`src/rtl/uart_pkg.sv`:
```
// Shared UART definitions: FSM state encoding, data width and small helper functions
// used by both the transmit and receive sides of the link.
package uart_pkg;

    localparam int UART_DATA_W = 8;

    typedef enum logic [2:0] {
        ST_IDLE   = 3'd0,
        ST_START  = 3'd1,
        ST_DATA   = 3'd2,
        ST_PARITY = 3'd3,
        ST_STOP   = 3'd4
    } uart_state_e;

    // Ceiling log2, usable in constant expressions for sizing pointers.
    function automatic int clog2(input int value);
        int r;
        r = 32'sd0;
        for (int i = 32'sd0; i < 32'sd31; i++) begin
            if ((32'sd1 << i) < value) begin
                r = i + 32'sd1;
            end
        end
        return r;
    endfunction

    function automatic logic even_parity(input logic [UART_DATA_W-1:0] data);
        return ^data;
    endfunction

endpackage

```
`src/rtl/uart_tx_fifo_if.sv`:
```
// Host-side byte interface and line/status signals of the buffered UART transmitter.
interface uart_tx_fifo_if;
    import uart_pkg::*;

    logic [UART_DATA_W-1:0] DATA_IN;
    logic                   WR_EN;
    logic                   TX;
    logic                   TX_BUSY;
    logic                   FULL;
    logic                   EMPTY;
    logic                   OVF;

    modport master (
        output DATA_IN, WR_EN,
        input  TX, TX_BUSY, FULL, EMPTY, OVF
    );

    modport slave (
        input  DATA_IN, WR_EN,
        output TX, TX_BUSY, FULL, EMPTY, OVF
    );

endinterface

```
`src/rtl/uart_baud_tick.sv`:
```
// Baud-rate divider shared by transmitter and receiver: counts 0..CLKS_PER_BIT-1 and
// flags the terminal count; clear restarts the bit period.
module uart_baud_tick #(
    parameter int CLKS_PER_BIT = 16
) (
    input  logic CLK,
    input  logic RST,
    input  logic clear,
    output logic tick
);

    localparam logic [15:0] TERM = 16'(CLKS_PER_BIT - 1);

    logic [15:0] cnt_r;

    assign tick = (cnt_r == TERM);

    // Bit-period counter, wrapping to zero after each tick
    always_ff @(posedge CLK) begin
        if (RST) begin
            cnt_r <= 16'd0;
        end else if (clear || tick) begin
            cnt_r <= 16'd0;
        end else begin
            cnt_r <= cnt_r + 16'd1;
        end
    end

endmodule

```
`src/rtl/uart_tx_fifo.sv`:
```
// Buffered UART transmitter: byte FIFO feeding an 8N1 serialiser (8E1 when the
// UART_TX_PARITY_EN macro is defined). Ports are identical in both builds.
module uart_tx_fifo
    import uart_pkg::*;
#(
    parameter int CLKS_PER_BIT = 16,
    parameter int FIFO_DEPTH   = 4
) (
    input  logic          CLK,
    input  logic          RST,
    uart_tx_fifo_if.slave bus
);

    localparam int PTR_W = clog2(FIFO_DEPTH);
    localparam int CNT_W = PTR_W + 1;
    localparam logic [CNT_W-1:0] CNT_FULL = CNT_W'(FIFO_DEPTH);

    logic [UART_DATA_W-1:0] mem_r [FIFO_DEPTH];
    logic [PTR_W-1:0]       wr_ptr_r;
    logic [PTR_W-1:0]       rd_ptr_r;
    logic [CNT_W-1:0]       count_r;
    logic                   ovf_r;

    uart_state_e            state_r;
    uart_state_e            state_next_s;
    logic [UART_DATA_W-1:0] shift_r;
    logic [2:0]             bit_idx_r;
    logic                   tx_r;
    logic                   tx_next_s;
`ifdef UART_TX_PARITY_EN
    logic                   par_r;
`endif

    logic                   full_s;
    logic                   empty_s;
    logic                   push_s;
    logic                   pop_s;
    logic                   ovf_set_s;
    logic                   tick_s;
    logic                   baud_clear_s;
    logic [UART_DATA_W-1:0] head_s;

    assign full_s    = (count_r == CNT_FULL);
    assign empty_s   = (count_r == {CNT_W{1'b0}});
    // A pop frees the head slot this cycle, so a write into a full FIFO is still taken.
    assign push_s    = bus.WR_EN && (!full_s || pop_s);
    assign ovf_set_s = bus.WR_EN && full_s && !pop_s;
    assign head_s    = mem_r[rd_ptr_r];

    assign bus.TX      = tx_r;
    assign bus.TX_BUSY = (state_r != ST_IDLE) || !empty_s;
    assign bus.FULL    = full_s;
    assign bus.EMPTY   = empty_s;
    assign bus.OVF     = ovf_r;

    uart_baud_tick #(
        .CLKS_PER_BIT(CLKS_PER_BIT)
    ) u_baud (
        .CLK   (CLK),
        .RST   (RST),
        .clear (baud_clear_s),
        .tick  (tick_s)
    );

    // FIFO storage write port; contents need no reset
    always_ff @(posedge CLK) begin
        if (push_s && !RST) begin
            mem_r[wr_ptr_r] <= bus.DATA_IN;
        end
    end

    // FIFO pointers, occupancy and sticky overflow flag
    always_ff @(posedge CLK) begin
        if (RST) begin
            wr_ptr_r <= {PTR_W{1'b0}};
            rd_ptr_r <= {PTR_W{1'b0}};
            count_r  <= {CNT_W{1'b0}};
            ovf_r    <= 1'b0;
        end else begin
            if (push_s) begin
                wr_ptr_r <= wr_ptr_r + PTR_W'(1'b1);
            end
            if (pop_s) begin
                rd_ptr_r <= rd_ptr_r + PTR_W'(1'b1);
            end
            case ({push_s, pop_s})
                2'b10:   count_r <= count_r + CNT_W'(1'b1);
                2'b01:   count_r <= count_r - CNT_W'(1'b1);
                default: count_r <= count_r;
            endcase
            if (ovf_set_s) begin
                ovf_r <= 1'b1;
            end
        end
    end

    // FSM state register
    always_ff @(posedge CLK) begin
        if (RST) begin
            state_r <= ST_IDLE;
        end else begin
            state_r <= state_next_s;
        end
    end

    // FSM next-state decode
    always_comb begin
        state_next_s = state_r;
        case (state_r)
            ST_IDLE: begin
                if (!empty_s) state_next_s = ST_START;
                else          state_next_s = ST_IDLE;
            end
            ST_START: begin
                if (tick_s) state_next_s = ST_DATA;
                else        state_next_s = ST_START;
            end
            ST_DATA: begin
                if (tick_s && (bit_idx_r == 3'd7)) begin
`ifdef UART_TX_PARITY_EN
                    state_next_s = ST_PARITY;
`else
                    state_next_s = ST_STOP;
`endif
                end else begin
                    state_next_s = ST_DATA;
                end
            end
`ifdef UART_TX_PARITY_EN
            ST_PARITY: begin
                if (tick_s) state_next_s = ST_STOP;
                else        state_next_s = ST_PARITY;
            end
`endif
            ST_STOP: begin
                if (tick_s && !empty_s)  state_next_s = ST_START;
                else if (tick_s)         state_next_s = ST_IDLE;
                else                     state_next_s = ST_STOP;
            end
            default: state_next_s = ST_IDLE;
        endcase
    end

    // FSM outputs: FIFO pop, baud reload and the next line level
    always_comb begin
        pop_s        = 1'b0;
        baud_clear_s = (state_r == ST_IDLE) || (state_next_s != state_r);
        tx_next_s    = 1'b1;
        case (state_r)
            ST_IDLE: begin
                pop_s     = !empty_s;
                tx_next_s = 1'b1;
            end
            ST_START: begin
                tx_next_s = 1'b0;
            end
            ST_DATA: begin
                tx_next_s = shift_r[0];
            end
`ifdef UART_TX_PARITY_EN
            ST_PARITY: begin
                tx_next_s = par_r;
            end
`endif
            ST_STOP: begin
                pop_s     = tick_s && !empty_s;
                tx_next_s = 1'b1;
            end
            default: begin
                pop_s     = 1'b0;
                tx_next_s = 1'b1;
            end
        endcase
    end

    // Shift register and bit index; a pop always starts a fresh frame
    always_ff @(posedge CLK) begin
        if (RST) begin
            shift_r   <= {UART_DATA_W{1'b0}};
            bit_idx_r <= 3'd0;
`ifdef UART_TX_PARITY_EN
            par_r     <= 1'b0;
`endif
        end else if (pop_s) begin
            shift_r   <= head_s;
            bit_idx_r <= 3'd0;
`ifdef UART_TX_PARITY_EN
            par_r     <= even_parity(head_s);
`endif
        end else if ((state_r == ST_DATA) && tick_s) begin
            shift_r   <= {1'b0, shift_r[UART_DATA_W-1:1]};
            bit_idx_r <= bit_idx_r + 3'd1;
        end
    end

    // Registered line driver; reset forces the idle level straight away
    always_ff @(posedge CLK) begin
        if (RST) begin
            tx_r <= 1'b1;
        end else begin
            tx_r <= tx_next_s;
        end
    end

endmodule
```
`src/flat_wrapper.sv`:
```
// flat-port wrapper written by rule: the top's interface ports become plain ports
module uart_tx_fifo_flat import uart_pkg::*;
#(
    parameter int CLKS_PER_BIT = 16,
    parameter int FIFO_DEPTH   = 4
)
  (CLK, RST, bus_DATA_IN, bus_WR_EN, bus_TX, bus_TX_BUSY, bus_FULL, bus_EMPTY, bus_OVF);
  uart_tx_fifo_if bus_i ();
  input  logic CLK;
  input  logic RST;
  input wire logic [$bits(bus_i.DATA_IN)-1:0] bus_DATA_IN;
  input wire logic [$bits(bus_i.WR_EN)-1:0] bus_WR_EN;
  output wire logic [$bits(bus_i.TX)-1:0] bus_TX;
  output wire logic [$bits(bus_i.TX_BUSY)-1:0] bus_TX_BUSY;
  output wire logic [$bits(bus_i.FULL)-1:0] bus_FULL;
  output wire logic [$bits(bus_i.EMPTY)-1:0] bus_EMPTY;
  output wire logic [$bits(bus_i.OVF)-1:0] bus_OVF;
  assign bus_i.DATA_IN = bus_DATA_IN;
  assign bus_i.WR_EN = bus_WR_EN;
  assign bus_TX = bus_i.TX;
  assign bus_TX_BUSY = bus_i.TX_BUSY;
  assign bus_FULL = bus_i.FULL;
  assign bus_EMPTY = bus_i.EMPTY;
  assign bus_OVF = bus_i.OVF;
  uart_tx_fifo #(.CLKS_PER_BIT(CLKS_PER_BIT), .FIFO_DEPTH(FIFO_DEPTH)) u_core (.CLK(CLK), .RST(RST), .bus(bus_i));
endmodule
```
`config.mk`:
```
export PLATFORM = sky130hd
export DESIGN_NAME = uart_tx_fifo_flat
export DESIGN_NICKNAME = d
export VERILOG_FILES = /design/src/rtl/uart_pkg.sv /design/src/rtl/uart_tx_fifo_if.sv /design/src/rtl/uart_baud_tick.sv /design/src/rtl/uart_tx_fifo.sv /design/src/flat_wrapper.sv
export SDC_FILE = /design/constraint.sdc
export NUM_CORES = 1
export LEC_CHECK = 0
export BUFFER_PORTS_ARGS = -buffer_cell sky130_fd_sc_hd__buf_2
export CAP_MARGIN = 5
export CORE_MARGIN = 5
export CORE_UTILIZATION = 40
export DETAILED_ROUTE_END_ITERATION = 6
export MAX_ROUTING_LAYER = met4
export PLACE_DENSITY = 0.65
export SLEW_MARGIN = 20
export SYNTH_ARGS = -nofsm -noshare
export SYNTH_HDL_FRONTEND = slang
export SYNTH_SLANG_ARGS = --single-unit
```
`constraint.sdc`:
```
create_clock -name CLK -period 2.35 [get_ports CLK]
set_input_delay 0.1175 -clock CLK [delete_from_list [all_inputs] [get_ports CLK]]
set_output_delay 0.1175 -clock CLK [all_outputs]
set_load 0.05 [all_outputs]
```
* After elaboration in Yosys (flattened, before gate mapping)
Memory sizes are Yosys's and may differ from the RTL's. A register that Yosys moved wholly into a read port is not among the register bits. Cells that the tools add are included.
Word-level totals: register bits 39, logic and storage cells 62, bits of input ports 11, memories kept 1, output and inout port bits 5, memory bits (writable) 32
Cells by class: mux-type cells 15, reductions and logical operators 22, $add $sub $neg 6, equal/unequal tests 9
Memories:
- u_core.mem_r | depth 4, width 8, rd ports 1, clocked after Yosys merged registers in 1, wr ports 1, RTL line uart_tx_fifo.sv:18 | logic [UART_DATA_W-1:0] mem_r [FIFO_DEPTH];
Operator list (number):
- adder 16 x 1 -> 16 bit, second input constant | 1
- == test 16 x 4 -> 1 bit, second input constant | 1
- two-way mux 8 bit | 2
- one-hot mux 3 bit (4 select lines) | 1
- == test 3 bit, second input constant | 3
- two-way mux 3 bit | 3
- logical AND 1 bit | 7
- adder 3 x 1 -> 3 bit, second input constant | 2
- zero test 3 bit | 2
- two-way mux 2 bit | 3
- one-hot mux 3 bit (2 select lines) | 1
- adder 2 x 1 -> 2 bit, second input constant | 2
- zero test 1 bit | 4
- logical OR 1 bit | 4
- one-hot mux 1 bit (2 select lines) | 2
- nonzero test 2 bit | 2
- OR reduction 2 bit | 2
- == test 3 x 1 -> 1 bit, second input constant | 1
- == test 3 x 2 -> 1 bit, second input constant | 1
- two-way mux 1 bit | 3
- != test 3 bit | 1
- nonzero test 3 bit | 1
- subtractor 3 x 1 -> 3 bit, second input constant | 1
- == test 2 x 1 -> 1 bit, second input constant | 1
- == test 2 bit, second input constant | 1

* Depth between registers and ports, before layout
Gate-level depths: netlist (run 1).
word-level depth 9, mapped depth 11, depth with buffers taken out 10

* Hierarchy
From an unflattened synthesis (run 1), not the netlist that was laid out.
Unflattened totals: cells, all modules 269, area, all modules 3140.5 um^2
By module, submodules not included:
- uart_tx_fifo | instances 1, area an instance 2423.6 um^2, cells an instance 189
- uart_baud_tick | instances 1, area an instance 716.9 um^2, cells an instance 80

* Worst setup path after synthesis (run 1)
No wires, ideal clock.
path type register to register, start point register u_core.u_baud.cnt_r[0], end point register u_core.count_r[2], path slack -0.113 ns, period minus slack after synthesis 2.463 ns, buffers on the path 1, cell stages (with the launch flop) 11, arrival time 2.330 ns, cell sequence dfxtp_1 -> ha_1 -> and3_1 -> clkbuf_1 -> a41oi_1 -> nor3_1 -> inv_1 -> fa_1 -> nand2b_1 -> o32ai_1 -> a211oi_2
Between the ends: word-level cells in the longest chain between the ends 7, elaborated cells on any way between the ends 9
RTL lines:
- start: declaration | RTL line uart_baud_tick.sv:14 | logic [15:0] cnt_r;
- start signal: assignment | RTL line uart_baud_tick.sv:25 | cnt_r <= cnt_r + 16'd1;
- == test 16 x 4 -> 1 bit * | RTL line uart_baud_tick.sv:16 | assign tick = (cnt_r == TERM);
- logical AND 1 bit * | RTL line uart_tx_fifo.sv:166 | pop_s = tick_s && !empty_s;
- one-hot mux 1 bit (2 select lines) * | RTL line uart_tx_fifo.sv:149 | case (state_r)
- logical OR 1 bit | RTL line uart_tx_fifo.sv:46 | assign push_s = bus.WR_EN && (!full_s || pop_s);
- logical AND 1 bit | RTL line uart_tx_fifo.sv:46
- == test 2 x 1 -> 1 bit / == test 2 bit (equally long branches) | RTL line uart_tx_fifo.sv:86 | case ({push_s, pop_s})
- one-hot mux 3 bit (2 select lines) / nonzero test 2 bit (equally long branches)
- end signal: assignment | RTL line uart_tx_fifo.sv:87 | 2'b10: count_r <= count_r + CNT_W'(1'b1);
- end signal: assignment | RTL line uart_tx_fifo.sv:88 | 2'b01: count_r <= count_r - CNT_W'(1'b1);
- end signal: assignment | RTL line uart_tx_fifo.sv:89 | default: count_r <= count_r;
- end: declaration | RTL line uart_tx_fifo.sv:21 | logic [CNT_W-1:0] count_r;
Mark *: on every way between the ends. The rest lies on a longest branch, timed or not. A chain may end at the register's enable or synchronous reset.

* Final worst setup path (run 1)
start point register u_core.u_baud.cnt_r[8], end point memory u_core.mem_r[2][0] (enable)
Between the ends: word-level cells in the longest chain between the ends 8
RTL lines:
- == test 16 x 4 -> 1 bit | RTL line uart_baud_tick.sv:16
- logical AND 1 bit | RTL line uart_tx_fifo.sv:166
- one-hot mux 1 bit (2 select lines) | RTL line uart_tx_fifo.sv:149
- logical OR 1 bit | RTL line uart_tx_fifo.sv:46
- logical AND 1 bit | RTL line uart_tx_fifo.sv:46
- logical AND 1 bit | RTL line uart_tx_fifo.sv:67 | if (push_s && !RST) begin
- two-way mux 1 bit | RTL line uart_tx_fifo.sv:67
- two-way mux 1 bit (not written as such) | RTL line uart_tx_fifo.sv:68 | mem_r[wr_ptr_r] <= bus.DATA_IN;
- end: declaration | RTL line uart_tx_fifo.sv:18
Every way passes these cells.

==> results.md, run 1 <==
Cells and area:
- Compared with the post-synthesis result, the final layout area differs by 19.6%.
- The antenna diode count is 0.
- The post-route cell area is 3830 sq um.
- In the final layout, the share of cells above drive strength 1 is 0.252.
- The final layout contains 335 nets.
- The final core utilization is 0.493.

Critical path:
- The data required time of the critical path is approximately 2.4 ns.
- The kind of cell with the highest combined delay along the critical path is simple AND/OR/NAND/NOR gates.
- The startpoint-to-endpoint class of the critical path is reg -> reg.
- The worst endpoint data arrival time is roughly 2.3 ns.
- The critical path goes through or4_4 > o41ai_4 > nand2_4 > a21oi_4 > and3_2.
- The combined buffer and inverter count along the critical path is 0.
- Of all nets on the critical path, the largest fanout is 8.
- In this design, the stage delay of the slowest critical-path cell is approximately 0.56 ns.
- The slowest library cell on the worst path is or4_4.
- The endpoint type of the worst setup path is a flop.
- The startpoint class of the critical path is a flop.

Floorplan:
- The number of rows in the core area is 32.
- The I/O pin total is 16.
- The core area is 7770 sq um.
- The die is a little under 100 microns wide.
- The initial utilization of the core area, before any placement, comes to 0.412.
- The die is approximately 99 microns tall.
- The full die area is just under 10000 sq um.

Drt:
- The first TritonRoute pass finished after 4 iterations.
- In the final routed layout, each cell accounts on average for approximately 14 microns.
- The total length of routed wires is 6040 microns.
- In the routed design, unresolved DRC markers number 0.
- The number of violations reported at the end of detailed-routing iteration 0 is about 110.
- The post-route antenna net violation count is 0.
- The routed via count is between 2000 and 2500.
- The per-cell via count in the routed design is 5.21.

Timing:
- Setup repair after global routing could not meet its margin everywhere.
- The final critical path time including I/O delays and setup is roughly 2.3 ns.
- In the finished design, the share of the clock period the worst path needs comes to 0.962.
- The tightest hold path in the finished design has a slack of 0.158 ns.
- The clock arrives with about 0.0087 ns of skew.
- The max-slew headroom at the worst pin is 0.521.
- The final hold violation count is 0.
- The final number of max-transition violations is 0.
- Across all setup checks in the final design, the least slack found is just under 0.09 ns.
- The upper clock frequency limit is ~0.44 GHz.
- The setup violation total in the final timing report is 0.
- For the pin with the worst max-slew slack, the measured transition is between 0.6 and 0.7 ns.

Place:
- The total cell area at the placement stage is between 3000 and 4000 sq um.
- The total of buffers placed on input and output ports is 15.
- OpenSTA, run right after detailed placement, puts the worst setup slack at 0.0381 ns.
- Routability-driven placement finished with a final weighted congestion of around 0.78.
- The wire-length estimate of the detail-placed layout is between 4000 and 5000 microns.

GRT:
- The initial antenna violation count is 0.
- For this run the aggregate overflow at the end of global routing stands at 0.
- For met2 alone, demand over resource in global routing was 0.226.
- In the global route stage, overall resource usage came out at 0.139.
- The most crowded layer after global routing is met2.
- The maximum number of pins on one net before global-route repair is 28.
- For met3 alone, demand over resource in global routing was 0.0407.
- The first global-routing pass estimated roughly 11000 microns of wire.
- The via count of the first global-routing pass was around 2200.
- The met1 capacity usage during global routing is 0.167.

Synthesis:
- In the synthesized netlist, the cells that appear most often are 41 x dfxtp_1, 32 x edfxtp_1, 28 x nor2_1.
- Sorting the synthesized cells by area gives the leading types as edfxtp_1 30%, dfxtp_1 26%, mux4_2 5.6%.
- The share of the synthesized area in the top cell type is 0.300.
- The register bit total from synthesis is 73.
- The Yosys warning count is 0.
- The average instance in the mapped netlist occupies roughly 12 sq um.
- Synthesis handed over a netlist of approximately 280 instances.
- The number of enable-type register cells in the synthesized netlist is 32.
- The cell area after synthesis is ~3200 sq um.
- The most used flip-flop cell after synthesis is dfxtp_1.
- After synthesis, the netlist uses 48 different library cells.
- Among all cell types in the netlist, the one instantiated most often is dfxtp_1.
- Of all flip-flops after synthesis, the portion carrying an async set or reset was 0.
- Of all cell types, the one taking the most synthesized area is edfxtp_1.
- The synthesized netlist net count is 296.
- Of the synthesized area, sequential elements account for 0.557.

Clock tree:
- The clock latency on the worst-skew pair is about 0.35 ns.
- Clock-pin slew was measured on the worst setup and hold paths at approximately 0.080 ns.
- The depth of the CTS H-tree is 3.
- Buffers inserted during clock tree synthesis total 9.
- The number of post-CTS setup repair buffers is 0.
- The CTS sink count is 73.
- The number of buffers on the longest clock path is 2.
- The tree is rooted in a clkbuf_8.
- TritonCTS built the clock tree.

Run status:
- The flow ran to the end, and the final reports show no timing, DRC or antenna violations.

Pwr:
- The power consumption is approximately 3600 uW.
- For this design the static power due to leakage is 0.00133 uW.
- For this design the ratio of total power to cell area is 949 nW/um^2.
- The largest vdd supply drop is a little over 500 uV.

Hold path:
- The tightest min-delay check is of the in -> reg type.

Run:
- Across the run, the number of max-cap violations was 0.
==> cells by family (layout without fill, tap and decap cells) <==
| family | count (synthesis) | count (layout) | synth area share |
|---|---|---|---|
| AOI/OAI and AO/OA | 41 | 41 | 0.0942 |
| muxes | 11 | 11 | 0.0672 |
| DFF | 73 | 73 | 0.557 |
| and+or+nand+nor | 100 | 100 | 0.168 |
| xor gates and xnor gates | 18 | 18 | 0.0493 |
| adders and majority gates | 8 | 8 | 0.0336 |
| buffers and inverters | 26 | 70 | 0.0309 |
==> cell usage in the layout (no fill, tap or decap), types with 2 or more instances in the layout <==
cell type,count
dlygate4sd3_1,8
mux2i_1,2
or4_4,2
nor3_1,10
nand2_1,10
a31oi_1,2
nor4_1,3
ha_1,6
and3_2,2
nor4_2,2
o2111ai_1,2
a22oi_1,6
inv_1,12
nor2_1,28
nand2b_1,3
edfxtp_1,32
o21ai_0,5
a21oi_1,14
mux4_2,8
clkbuf_8,9
nand3_1,15
dfxtp_1,40
and3_4,3
or3_1,4
xnor2_1,10
xor2_1,8
buf_2,15
and4_1,2
nand4_1,7
inv_6,3
buf_4,19
==> state kept, by name (all words and copies together) (netlist names), named ones only <==
| name | count |
|---|---|
| u_core.bit_idx_r | 3 |
| u_core.bus.OVF | 1 |
| u_core.bus.TX | 1 |
| u_core.count_r | 3 |
| u_core.mem_r | 32 |
| u_core.rd_ptr_r | 2 |
| u_core.shift_r | 8 |
| u_core.state_r | 3 |
| u_core.u_baud.cnt_r | 16 |
| u_core.wr_ptr_r | 2 |
==> worst register-to-register path: stages (launching register included) <==
cell     delay [ns]
dfxtp_1        0.33
or4_4          0.56
o41ai_4        0.44
nand2_4        0.09
a21oi_4        0.19
and3_2         0.34
==> stage by stage <==
stage,std cells,TNS (ns)
after floorplan,277,0
after detailed placement,399,0
after global routing,423,-0.00594
final,423,0
after global placement,399,0
after CTS,423,0
==> report_power, final <==
group / total (uW) / switching, uW / internal (uW)
Sequential: 1580 / 119 / 1460
Combinational: 1020 / 641 / 382
Clock: 1030 / 518 / 511
==> routing by layer <==
layer | part of all wire | vias up
li1 | - | 1105
met1 | 0.45 | 1045
met2 | 0.49 | 45
met3 | 0.042 | 9
met4 | 0.012 | 0
met5 | 0 | -
==> what timing repair did <==
item	in CTS	in global routing
hold buffers	8	0
endpoints found under the hold margin	32	0
setup endpoints to repair	0	5
gates resized for setup	0	8
==> cell type report <==
type / instances / area, sq um
Clock buffer: 9 / 124
Fill cell: 666 / 3940
Multi-Input combinational cell: 178 / 1370
Tap cell: 102 / 128
Inverter: 12 / 45.0
Sequential cell: 73 / 1780
Timing Repair Buffer: 42 / 298
Clock inverter: 7 / 83.8
==> worst paths after layout <==
check | start | to | slack (ns) | cells past startpoint
max reg2reg | u_core.u_baud.cnt_r[8] | u_core.mem_r[2][0] | 0.09 | 5
min | bus_WR_EN | u_core.count_r[0] | 0.16 | 3
min reg2reg | u_core.u_baud.cnt_r[0] | u_core.u_baud.cnt_r[0] | 0.46 | 1
max | u_core.u_baud.cnt_r[8] | u_core.mem_r[2][0] | 0.09 | 5
No activity file was read; power rests on OpenSTA's default activity.
==> run 2, diff against run 1 <==
--- a/config.mk
+++ b/config.mk
@@ -12,4 +12,4 @@
 export DETAILED_ROUTE_END_ITERATION = 6
-export MAX_ROUTING_LAYER = met4
 export PLACE_DENSITY = 0.65
+export REMOVE_ABC_BUFFERS = 1
 export SLEW_MARGIN = 20
==> constraint.sdc (replaced) <==
create_clock -name CLK -period 2.35 [get_ports CLK]
set_input_delay 0.3525 -clock CLK [delete_from_list [all_inputs] [get_ports CLK]]
set_output_delay 0.3525 -clock CLK [all_outputs]
set_load 0.05 [all_outputs]
==> results.md, run 2 (synthesis gave the netlist of run 1 again) <==
Run status:
- Outcome: finished clean (unchanged).

GRT:
- The maximum number of pins on one net before global-route repair was 28 (unchanged).
- The total global routing track utilization was 0.136 (was 0.139).
- The wire length of the first global-routing pass is 10700 microns (was 10500 microns).
- The via count of the first global-routing pass is 2182 (was 2197).
- The total grt overflow is 0 (unchanged).
- The initial antenna violation count is 0 (unchanged).

Cells and area:
- The proportion of layout cells with a drive suffix above 1 is 0.301 (was 0.252).
- The synthesis-to-finish area growth came to 21.2% (was 19.6%).
- The final core utilization is 0.499 (was 0.493).
- The most common cell after layout, fill and taps aside is dfxtp_1 (unchanged).
- The net count of the finished layout is 340 (was 335).
- The register with the highest flop count is u_core.mem_r (unchanged).
- The fill cell total of the finished layout was 694 (was 666).
- The non-filler instance count after layout is 428 (was 423).
- The post-route cell area was 3880 sq um (was 3830 sq um).
- Top flop regs: u_core.mem_r (32), u_core.u_baud.cnt_r (16), u_core.shift_r (8) (unchanged).
- Highest-count cells in the layout ignoring fill and taps: 38 x dfxtp_1, 32 x edfxtp_1, 31 x buf_4 (was 40 x dfxtp_1, 32 x edfxtp_1, 28 x nor2_1).
- The antenna diode count is 0 (unchanged).
- The flip-flop count of the largest register after layout came to 32 (unchanged).

Pwr:
- The power density over the cells was 918 nW/um^2 (was 949 nW/um^2).
- The largest vdd supply drop was 571 uV (was 504 uV).
- The static power due to leakage is 0.00138 uW (was 0.00133 uW).
- The power consumption came to 3560 uW (was 3630 uW).

Place:
- The total cell area at the placement stage is 3580 sq um (was 3500 sq um).
- The detailed placer's ending HPWL was 4350 microns (was 4050 microns).
- The total of buffers placed on input and output ports is 15 (unchanged).
- The global placer's final weighted congestion is 0.862 (was 0.780).
- The placed cell count is 411 (was 399).

Timing:
- The final worst hold slack is 0.204 ns (was 0.158 ns).
- The max-slew headroom at the worst pin was 0.540 (was 0.521).
- The final worst-path cycle share is 0.968 (was 0.962).
- The upper clock frequency limit is 0.440 GHz (was 0.442 GHz).
- The setup clock skew after layout is 0.0121 ns (was 0.00867 ns).
- The setup violation total in the final timing report is 0 (unchanged).
- The slew at the pin closest to its max-slew limit is 0.672 ns (was 0.700 ns).
- The final number of max-transition violations came to 0 (unchanged).
- The final critical path time including I/O delays and setup is 2.27 ns (was 2.26 ns).
- The final hold violation count was 0 (unchanged).

Drt:
- The iteration count of the initial detailed-routing pass is 4 (unchanged).
- The number of violations reported at the end of detailed-routing iteration 0 is 152 (was 111).
- The per-cell via count in the routed design is 5.21 (about the same).
- The post-route antenna net violation count is 0 (unchanged).
- The routed via count was 2232 (was 2204).
- The average routed wire per standard cell is 14.7 microns (was 14.3 microns).
- The post-route DRC violation count is 0 (unchanged).
- The total length of routed wires came to 6300 microns (was 6040 microns).

Critical path:
- The endpoint type of the worst setup path was a flop (unchanged).
- The data required time of the critical path came to 2.41 ns (was 2.40 ns).
- The beginning of the worst register-to-register path is u_core.u_baud.cnt_r[4] (was u_core.u_baud.cnt_r[8]).
- The timing startpoint of the critical path is u_core.u_baud.cnt_r[4] (was u_core.u_baud.cnt_r[8]).
- The highest fanout seen on the critical path is 8 (unchanged).
- The combined buffer and inverter count along the critical path is 1 (was 0).
- The cell class contributing the biggest share of worst-path delay was simple AND/OR/NAND/NOR gates (unchanged).
- The slowest library cell on the worst path was or4_4 (unchanged).
- The delay of the slowest cell on the worst path is 0.53 ns (was 0.56 ns).
- Cell breakdown of the critical path: buf_6 > or4_4 > o41ai_4 > nand2_4 > a21oi_4 > and3_4 (was or4_4 > o41ai_4 > nand2_4 > a21oi_4 > and3_2).
- The worst endpoint data arrival time is 2.33 ns (was 2.31 ns).
- The startpoint class of the critical path was a flop (unchanged).
- The startpoint-to-endpoint class of the critical path is reg -> reg (unchanged).

Clock tree:
- The clock transition at the register clock pins on the worst setup and hold paths after CTS is 0.09 ns (was 0.08 ns).
- The CTS sink count is 73 (unchanged).
- The TritonCTS buffer count is 9 (unchanged).
- The TritonCTS clock tree is yes (unchanged).
- The buffer type at the clock tree root is clkbuf_8 (unchanged).
- The number of buffers on the longest clock path is 2 (unchanged).
- The clock latency on the worst-skew pair was 0.36 ns (was 0.35 ns).
- The depth of the CTS H-tree was 3 (unchanged).

Run:
- The number of max-capacitance violations reported was 0 (unchanged).

Floorplan:
- The full die area came to 9890 sq um (unchanged).
- The die width is 99.5 microns (unchanged).
- The core area is 7770 sq um (unchanged).
- The initial core utilization is 0.412 (unchanged).
- The I/O pin total is 16 (unchanged).
- The die span in y came to 99.5 microns (unchanged).
- The number of rows in the core area is 32 (unchanged).

Hold path:
- The class of the tightest hold or removal check is in -> reg (unchanged).
- The source of the worst hold timing path is bus_DATA_IN[6] (was bus_WR_EN).
[run 2: worst reg2reg max path, stage by stage, from the launching register on]
cell and delay [ns]:
dfxtp_2 0.35, buf_6 0.13, or4_4 0.54, o41ai_4 0.40, nand2_4 0.09, a21oi_4 0.18
and3_4 0.29
[run 2: what timing repair did]
action	4_1_cts	5_1_grt
hold buffers	0	0
setup buffers	0	2
endpoints found under the setup margin	33	34
gates resized for setup	7	13
cloned	0	0
pin swaps	1	9
[run 2: final cells by class]
cell class / count / area, sq um / area share
well taps: 102 / 128 / 0.0329
flip-flops and latches: 73 / 1790 / 0.460
multi-input cells: 178 / 1420 / 0.365
repair buffers: 47 / 319 / 0.0823
clock inverters: 7 / 61.3 / 0.0158
inverters: 12 / 45.0 / 0.0116
clock buffers: 9 / 124 / 0.0319
[run 2: worst paths after layout]
path | slack, ns | cells after the start | endpoint
setup / recovery | 0.08 | 6 | u_core.mem_r[1][0]
hold / removal | 0.20 | 1 | u_core.mem_r[3][6]
setup reg to reg | 0.08 | 6 | u_core.mem_r[1][0]
hold reg to reg | 0.45 | 1 | u_core.u_baud.cnt_r[0]
[run 2: power by group]
| part | internal, uW | total [uW] | leakage (uW) | switching [uW] |
|---|---|---|---|---|
| sequential | 1460 | 1570 | 0.000625 | 106 |
| clock | 405 | 936 | 0.0000940 | 531 |
| combinational | 398 | 1060 | 0.000665 | 659 |
[run 2: stage by stage]
stage | worst slack, ns | setup TNS [ns]
floorplan | -0.00945 | -0.00945
global placement | -0.0559 | -0.0559
detailed placement | -0.104 | -0.154
CTS | -0.0211 | -0.0211
global route | -0.0226 | -0.0239
finish | 0.0756 | 0
[run 2: layer usage]
metal	vias up	GRT usage	routed length (microns)	part of all wire
li1	1117	-	-	-
met1	1073	0.178	2830	0.45
met2	36	0.216	3110	0.49
met3	6	0.0442	280	0.044
met4	0	0.0410	78	0.012
met5	-	0	0	0
==> run 3, diff against run 2 <==
SYNTH_HIERARCHICAL = 1   (was unset)
==> results.md, run 3 <==
Critical path:
- The internal reg-to-reg setup slack is 0.05 ns (was 0.08 ns).
- The worst endpoint data arrival time was 2.54 ns (was 2.33 ns).
- The endpoint type of the worst setup path is a flop (unchanged).
- The startpoint-to-endpoint class of the critical path is reg -> reg (unchanged).
- The critical path depth came to 10 (was 6).
- The worst setup path endpoint is u_core/count_r[1] (was u_core.mem_r[1][0]).
- The startpoint class of the critical path is a flop (unchanged).
- The most numerous cell type found on the critical path is nand2b_1.
- The data required time of the critical path was 2.60 ns (was 2.41 ns).
- The reg-to-reg critical path endpoint is u_core/count_r[1] (was u_core.mem_r[1][0]).
- The slowest library cell on the worst path is fa_1 (was or4_4).
- The timing startpoint of the critical path is u_core/u_baud/cnt_r[0] (was u_core.u_baud.cnt_r[4]).
- The beginning of the worst register-to-register path is u_core/u_baud/cnt_r[0] (was u_core.u_baud.cnt_r[4]).
- The combined buffer and inverter count along the critical path is 0 (was 1).
- Cell breakdown of the critical path: ha_2 > and3_4 > and4_4 > nand2b_1 > and3_1 > nand2b_1 > fa_1 > a21oi_1 > o211ai_1 > a221oi_1 (was buf_6 > or4_4 > o41ai_4 > nand2_4 > a21oi_4 > and3_4).
- The highest fanout seen on the critical path is 2 (was 8).
- The delay of the slowest cell on the worst path is 0.45 ns (was 0.53 ns).
- The cell class contributing the biggest share of worst-path delay is simple AND/OR/NAND/NOR gates (unchanged).
- The worst-case reg-to-reg path depth is 10 (was 6).

Cells and area:
- The flip-flop count of the largest register after layout is 32 (unchanged).
- The register with the highest flop count is u_core/mem_r (was u_core.mem_r).
- The most common cell after layout, fill and taps aside is dfxtp_1 (unchanged).
- Highest-count cells in the layout ignoring fill and taps: 40 x dfxtp_1, 32 x edfxtp_1, 30 x nor2_1 (was 38 x dfxtp_1, 32 x edfxtp_1, 31 x buf_4).
- The synthesis-to-finish area growth was 17.5% (was 21.2%).
- The non-filler instance count after layout was 413 (was 428).
- The fill cell total of the finished layout came to 715 (was 694).
- Top flop regs: u_core/mem_r (32), u_core/u_baud/cnt_r (16), u_core/shift_r (8) (was u_core.mem_r (32), u_core.u_baud.cnt_r (16), u_core.shift_r (8)).
- The final core utilization was 0.480 (was 0.499).
- The net count of the finished layout is 325 (was 340).
- The antenna diode count is 0 (unchanged).
- The proportion of layout cells with a drive suffix above 1 came to 0.254 (was 0.301).

Floorplan:
- The I/O pin total is 16 (unchanged).
- The die width is 98.6 microns (was 99.5 microns).
- The full die area came to 9720 sq um (was 9890 sq um).
- The number of rows in the core area is 32 (unchanged).
- The core area came to 7690 sq um (was 7770 sq um).
- The initial core utilization is 0.409 (was 0.412).
- The die span in y was 98.6 microns (was 99.5 microns).

Drt:
- The average routed wire per standard cell is 13.6 microns (was 14.7 microns).
- The post-route antenna net violation count is 0 (unchanged).
- The post-route DRC violation count is 0 (unchanged).
- The number of violations reported at the end of detailed-routing iteration 0 is 102 (was 152).
- The iteration count of the initial detailed-routing pass was 4 (unchanged).
- The routed via count is 2089 (was 2232).
- The per-cell via count in the routed design came to 5.06 (was 5.21).
- The total length of routed wires was 5620 microns (was 6300 microns).

Synthesis:
- The cell area after synthesis is 3140 sq um (was 3200 sq um).
- The fraction of registers with async set/reset is 0 (unchanged).
- The share of the synthesized area in the top cell type came to 0.306 (was 0.300).
- The number of unique standard cell types used by synthesis is 47 (was 48).
- The proportion of synthesized chip area in sequential cells is 0.567 (was 0.557).
- The most area-hungry cell type in the Yosys netlist was edfxtp_1 (unchanged).
- The number of enable-type register cells in the synthesized netlist is 32 (unchanged).
- The most used flip-flop cell after synthesis is dfxtp_1 (unchanged).
- The per-instance average area after synthesis is 11.7 sq um (was 11.6 sq um).
- Cell types occupying the most area after synthesis: edfxtp_1 31%, dfxtp_1 26%, mux4_2 5.7% (was edfxtp_1 30%, dfxtp_1 26%, mux4_2 5.6%).
- The post-synthesis instance total is 269 (was 277).
- The register bit total from synthesis is 73 (unchanged).
- The Yosys warning count was 6 (was 0).
- Most used standard cells in the synthesized netlist: 41 x dfxtp_1, 32 x edfxtp_1, 30 x nor2_1 (was 41 x dfxtp_1, 32 x edfxtp_1, 28 x nor2_1).
- The most used standard cell by instance count after synthesis is dfxtp_1 (unchanged).

Timing:
- Setup repair after global routing could not meet its margin everywhere.
- The max-slew headroom at the worst pin is 0.650 (was 0.540).
- The final critical path time including I/O delays and setup is 2.30 ns (was 2.27 ns).
- The upper clock frequency limit is 0.435 GHz (was 0.440 GHz).
- The final number of max-transition violations is 0 (unchanged).
- The final worst-path cycle share came to 0.978 (was 0.968).
- The final hold violation count is 0 (unchanged).
- The setup clock skew after layout is 0.00876 ns (was 0.0121 ns).
- The setup violation total in the final timing report is 0 (unchanged).
- The slew at the pin closest to its max-slew limit was 0.522 ns (was 0.672 ns).

Clock tree:
- The number of hold-repair buffers added at the cts stage is 0 (unchanged).
- The TritonCTS clock tree was yes (unchanged).
- The clock transition at the register clock pins on the worst setup and hold paths after CTS came to 0.08 ns (was 0.09 ns).
- The clock latency on the worst-skew pair is 0.34 ns (was 0.36 ns).
- The CTS sink count is 73 (unchanged).
- The depth of the CTS H-tree is 3 (unchanged).
- The number of buffers on the longest clock path came to 2 (unchanged).
- The TritonCTS buffer count came to 9 (unchanged).
- The number of post-CTS setup repair buffers is 0 (unchanged).
- The buffer type at the clock tree root is clkbuf_8 (unchanged).

Place:
- The global placer's final weighted congestion came to 0.721 (was 0.862).
- The detailed placer's ending HPWL is 3890 microns (was 4350 microns).
- The placed cell count is 397 (was 411).
- The total of buffers placed on input and output ports is 15 (unchanged).

GRT:
- The total global routing track utilization came to 0.125 (was 0.136).
- The total grt overflow is 0 (unchanged).
- The via count of the first global-routing pass is 2091 (was 2182).
- The maximum number of pins on one net before global-route repair is 20 (was 28).
- The initial antenna violation count is 0 (unchanged).
- The wire length of the first global-routing pass is 9780 microns (was 10700 microns).

Pwr:
- The power density over the cells is 1010 nW/um^2 (was 918 nW/um^2).
- The static power due to leakage is 0.00131 uW (was 0.00138 uW).
- The largest vdd supply drop is 686 uV (was 571 uV).
- The power consumption is 3710 uW (was 3560 uW).

Hold path:
- The source of the worst hold timing path was bus_DATA_IN[4] (was bus_DATA_IN[6]).
- The class of the tightest hold or removal check is in -> reg (unchanged).

Run status:
- Outcome: finished clean (unchanged).

Run:
- The number of max-capacitance violations reported is 0 (unchanged).
run 3: changes by cell type after synthesis, moves of 4 or more:
| cell | delta |
|---|---|
| and3_2 | -4 |
| clkbuf_1 | -4 |
| nand2_1 | +7 |
| nand3_1 | -11 |
| xnor2_1 | +6 |
| xor2_1 | -4 |
run 3: routing by layer:
| metal | vias up | track usage | part of all wire |
|---|---|---|---|
| met3 | 7 | 0.0375 | 0.027 |
| met2 | 20 | 0.190 | 0.46 |
| met5 | - | 0 | 0 |
| li1 | 1057 | - | - |
| met1 | 1005 | 0.166 | 0.50 |
| met4 | 0 | 0.0525 | 0.011 |
run 3: report_power, final:
part	internal, uW	total, uW	switching [uW]
clock network	509	997	489
logic	444	1090	648
registers	1470	1620	145
run 3: worst min-delay path by stage:
stage	endpoint	slack, ns	cells after the start
2_1_floorplan	u_core/shift_r[0]	0.42	1
3_3_place_gp	u_core/shift_r[3]	0.44	2
3_5_place_dp	u_core/shift_r[2]	0.45	2
4_1_cts	u_core/mem_r[3][4]	0.21	1
5_1_grt	u_core/mem_r[3][4]	0.21	1
6_report	u_core/mem_r[3][4]	0.23	1
run 3: kinds of logic (layout without fill, tap and decap cells):
logic type      count (synthesis)  in the layout  share of synthesized area
compound gates                 34             34                     0.0721
xor+xnor                       20             20                     0.0558
fa+ha+maj                       8              8                     0.0343
buf+inv                        23             65                     0.0359
flops                          73             73                      0.567
mux                            13             13                     0.0737
simple gates                   98             98                      0.161
run 3: worst register-to-register path, stage by stage (launching register included):
cell      delay [ns]
dfxtp_1         0.35
ha_2            0.20
and3_4          0.19
and4_4          0.20
nand2b_1        0.12
and3_1          0.17
nand2b_1        0.07
fa_1            0.45
a21oi_1         0.13
o211ai_1        0.10
a221oi_1        0.23
run 3: through the flow:
step                      TNS (ns)  setup WS (ns)  hold slack (ns)  area [sq um]
after floorplan             -0.650         -0.341            0.422          3070
after global routing       -0.0540        -0.0502            0.209          3690
after CTS                        0         0.0256            0.210          3650
after detailed placement         0         0.0400            0.451          3450
final                            0         0.0522            0.226          3690
after global placement           0         0.0885            0.443          3450
run 3: layout make-up:
type,count,area (sq um),share of cell area
clock buffer,9,124,0.0336
tap,102,128,0.0346
clock inverter,7,82.6,0.0224
multi-input combinational,173,1280,0.347
sequential,73,1780,0.483
inverter,10,37.5,0.0102
timing repair buffer,39,255,0.0692
run 3: repair_timing:
action,in CTS,in global routing
resized for setup,0,8
endpoints found under the hold margin,0,0
setup endpoints to repair,0,38
